==> config.mk <==
export PLATFORM = sky130hd
export DESIGN_NAME = ff_lane_skid
export DESIGN_NICKNAME = d
export VERILOG_FILES = /design/src/rtl/ff_lane_skid.sv
export SDC_FILE = /design/constraint.sdc
export NUM_CORES = 1
export LEC_CHECK = 0
export ABC_AREA = 0
export CORE_MARGIN = 2
export CORE_UTILIZATION = 25
export DETAILED_ROUTE_END_ITERATION = 10
export PLACE_DENSITY_LB_ADDON = 0.2
export SLEW_MARGIN = 20
export SYNTH_ARGS = -nofsm -noshare
export SYNTH_HDL_FRONTEND = slang
export SYNTH_SLANG_ARGS = --single-unit
==> constraint.sdc <==
create_clock -name clk -period 2.1 [get_ports clk]
set_clock_uncertainty 0.15 [all_clocks]
set_input_delay 0.21 -clock clk [delete_from_list [all_inputs] [get_ports clk]]
set_output_delay 0.21 -clock clk [all_outputs]
set_load 0.01 [all_outputs]
==> src/rtl/ff_lane_skid.sv <==
// Two-entry lane-qualified skid buffer: MAIN presents the head beat and SKID absorbs one extra beat.
// in_ready depends only on stored state and reset, so there is no combinational path from downstream.
module ff_lane_skid #(
  parameter int unsigned NLANES       = 4,
  parameter int unsigned DATA_W       = 8,
  parameter int unsigned ZERO_IDLE    = 1,
  parameter int unsigned MASK_INVALID = 1
) (
  input  logic                     clk,
  input  logic                     reset,
  input  logic                     in_valid,
  output logic                     in_ready,
  input  logic [NLANES*DATA_W-1:0] in_data,
  input  logic [NLANES-1:0]        in_lane_valid,
  output logic                     out_valid,
  input  logic                     out_ready,
  output logic [NLANES*DATA_W-1:0] out_data,
  output logic [NLANES-1:0]        out_lane_valid,
  output logic [1:0]               occupancy
);

  localparam int unsigned BUS_W = NLANES * DATA_W;

  typedef enum logic [1:0] {
    EMPTY = 2'd0,
    ONE   = 2'd1,
    FULL  = 2'd2
  } state_e;

  state_e             state_q;
  logic [BUS_W-1:0]   main_data_q;
  logic [NLANES-1:0]  main_lv_q;
  logic [BUS_W-1:0]   skid_data_q;
  logic [NLANES-1:0]  skid_lv_q;

  logic [BUS_W-1:0]   data_c;
  logic [NLANES-1:0]  lv_c;

  // State and storage; the state value doubles as the occupancy count.
  always_ff @(posedge clk) begin
    if (reset) begin
      state_q     <= EMPTY;
      main_data_q <= '0;
      main_lv_q   <= '0;
      skid_data_q <= '0;
      skid_lv_q   <= '0;
    end else begin
      case (state_q)
        EMPTY: begin
          if (in_valid) begin
            main_data_q <= in_data;
            main_lv_q   <= in_lane_valid;
            state_q     <= ONE;
          end
        end
        ONE: begin
          if (in_valid && out_ready) begin
            main_data_q <= in_data;
            main_lv_q   <= in_lane_valid;
          end else if (in_valid) begin
            skid_data_q <= in_data;
            skid_lv_q   <= in_lane_valid;
            state_q     <= FULL;
          end else if (out_ready) begin
            state_q     <= EMPTY;
          end
        end
        FULL: begin
          if (out_ready) begin
            main_data_q <= skid_data_q;
            main_lv_q   <= skid_lv_q;
            state_q     <= ONE;
          end
        end
        default: state_q <= EMPTY;
      endcase
    end
  end

  assign in_ready  = !reset && (state_q != FULL);
  assign out_valid = !reset && (state_q != EMPTY);
  assign occupancy = reset ? 2'd0 : state_q;

  // Output view of MAIN: invalid lanes masked, idle and reset read as zero.
  always_comb begin
    data_c = main_data_q;
    lv_c   = main_lv_q;
    if (MASK_INVALID != 0) begin
      for (int unsigned i = 0; i < NLANES; i++) begin
        if (!main_lv_q[i]) begin
          data_c[i*DATA_W +: DATA_W] = '0;
        end
      end
    end
    if (reset || ((ZERO_IDLE != 0) && (state_q == EMPTY))) begin
      data_c = '0;
      lv_c   = '0;
    end
  end

  assign out_data       = data_c;
  assign out_lane_valid = lv_c;

endmodule

==> results.ini <==
[outcome]
outcome = finished clean

[logic_synthesis]
synthTopCellsByArea = dfxtp_1, a211oi_2, mux2i_1, a211oi_1, nand2_1
synth-async-reset-ratio_pct = 0
netlist_area_um2 = 3560
synth-edff-count = 0
synth_largest_area_cell = dfxtp_1
ys_seq_area_share_pct = 41.7
ys_warn_count = 0
synthCells = 386
synth_cell_type_count = 22
synth_common_cells = dfxtp_1, nand2_1, a211oi_1, a21oi_1, mux2i_1
ys_seq_elements = 74
ys.flop_type = dfxtp_1
syn-num-nets = 426
synth_area_per_cell_um2 = 9.21
yosysTopAreaCellShare_pct = 41.7

[drt]
routed_wl_mm = 10.8
avgRoutedWirePerCell_um = 16.7
antenna_left = 0
vias = 3136
first_pass_iters = 4
drtIter0Drc = 141
drc_errors = 0
viasPerCell = 4.85

[global_route]
grt_max_degree = 38
grtUsageMet2_pct = 23.6
grt_antenna_before_repair = 0
grt_pass1_vias = 3156
use_met3_pct = 2.91
grt_first_pass_wirelength_mm = 17.1
use_met1_pct = 20.1
grt_overflow = 0
grt_busiest_layer = met2
grt_util_all_layers_pct = 14.8

[clocking]
clkTransAtPathRegs_ps = 60
clk_path_buf_depth = 2
cts_hold_buf = 0
clkLatencyLatePin_ps = 330
cts.sinks = 74
cts-buffers-inserted = 9
cts_tree = done
htreeDepth = 3
cts-root-buf = clkbuf_16

[sta]
finalSetupTns_ps = 0
min_period_ps = 2040
drv_slew = 0
rsz0062_at_grt = no
period_share_pct = 96.9
fmax_mhz = 491
slew_headroom_pct = 71.1
hold_viol_final = 0
worstMarginPinSlew_ps = 433
report.final.setup_viol = 0

[layout]
final_cells = 646
layout-drive-gt1-share_pct = 18.9
fin_nets = 501
antenna_cells = 0
area_delta_synth_final_pct = 37.6

[min_path]
worstHoldPathType = in -> reg

[place]
routabilityCongestion = 0.695
dp_cells = 625
dp_hpwl_mm = 6.88
portBuffers = 79

[die]
ioPinCount = 80
die_height_um = 123
rows = 43
start_util_pct = 25.6
core_um2 = 13900
die_x_um = 123
dieArea_um2 = 15200

[power]
p_per_area_nw_per_um2 = 738
ir_drop_mv = 0.319
p_leak_nw = 2.18

[flow_run]
max-cap-violations = 0

[setup_path]
worst-setup-path-type = reg -> out
required_ps = 1740
worstSetupEndpointType = primary output
worstPathMaxFanout = 9
cp.arrival_ps = 1680
startpoint_type = flip-flop

==> path summary, 6_finish.rpt <==
| path | start | to | slack (ps) | cells past startpoint |
|---|---|---|---|---|
| max reg2reg | state_q[0]$_SDFFE_PP0P_ | main_data_q[6]$_SDFFE_PP0P_ | 460 | 5 |
| min | reset | main_data_q[16]$_SDFFE_PP0P_ | 90 | 2 |
| min reg2reg | skid_data_q[27]$_SDFFE_PP0P_ | skid_data_q[27]$_SDFFE_PP0P_ | 300 | 2 |
| max | state_q[0]$_SDFFE_PP0P_ | out_valid | 60 | 5 |
==> report_power, final <==
part           total (W)  switching (W)  internal [W]
registers        0.00155      0.0000594       0.00149
logic           0.000523       0.000267      0.000256
clock network    0.00154       0.000620      0.000918
total            0.00361       0.000946       0.00266
==> cells in the final DEF (no fill, tap or decap) <==
cell / netlist / final
a211oi_2: 30 / 30
dlygate4sd2_1: 0 / 32
buf_12: 0 / 4
clkinvlp_4: 0 / 2
clkbuf_2: 0 / 4
nand2b_2: 0 / 2
o21bai_1: 1 / 1
nor2_4: 0 / 2
and2_1: 5 / 5
clkbuf_16: 0 / 9
or3b_2: 1 / 1
bufinv_16: 0 / 1
a21oi_1: 37 / 37
a21o_2: 0 / 1
mux2i_1: 36 / 36
dfxtp_1: 74 / 72
nor2b_1: 4 / 3
buf_4: 1 / 19
nor4bb_4: 0 / 1
a21o_1: 2 / 1
dfxtp_4: 0 / 1
a211oi_1: 43 / 43
nor2b_4: 0 / 1
buf_6: 6 / 3
dfxtp_2: 0 / 1
nand4bb_2: 0 / 1
clkinv_2: 0 / 3
inv_6: 0 / 1
and3b_2: 0 / 1
and3_1: 32 / 32
nand2_1: 74 / 74
clkdlybuf4s50_1: 0 / 42
==> registers in the layout, summed over array words and instances, names as in the netlist <==
name / cells
main_data_q: 32
skid_data_q: 32
main_lv_q: 4
skid_lv_q: 4
state_q: 2
==> critical path: stages, from the launching register on <==
cell and delay, ps:
dfxtp_4 370, nor2_4 40, nor2_4 100, buf_4 160
buf_6 140, clkdlybuf4s50_1 530
==> area by class of cell <==
cell class              count  area (um2)
clock buffers               9         225
clock inverters             7        68.8
fillers                  1478        8990
multi-input cells         272        1910
flip-flops and latches     74        1490
well taps                 180         225
repair buffers            104         977
==> kinds of logic after synthesis <==
group,share of synthesized area [%]
buf+inv,6.05
compound gates,25.5
mux,10.1
simple gates,16.7
flops,41.7
==> stage by stage <==
step                util (%)  hold WS (ps)  cell area [um2]  worst slack, ps  power (W)
detailed placement      33.1           296             4590              121    0.00209
floorplan                  -           133             3560              468    0.00187
global placement        33.1           291             4590              140    0.00208
CTS                     35.4          84.0             4910             20.0    0.00366
finish                  35.2          91.8             4890             64.7    0.00361
global route            35.2          85.8             4890             2.13    0.00376
==> routing by layer <==
layer	wire length, um	up-vias
met3	443	10
met1	5140	1511
met2	5100	68
li1	-	1547
met4	130	0
met5	0	-
==> repair_timing <==
action                                  4_1_cts  5_1_grt
gates resized for setup                      49        6
setup buffers                                 3        0
pin swaps                                     1        0
endpoints found under the setup margin       36        6
cloned                                        2        0
Power figures use the tool's default switching activity.
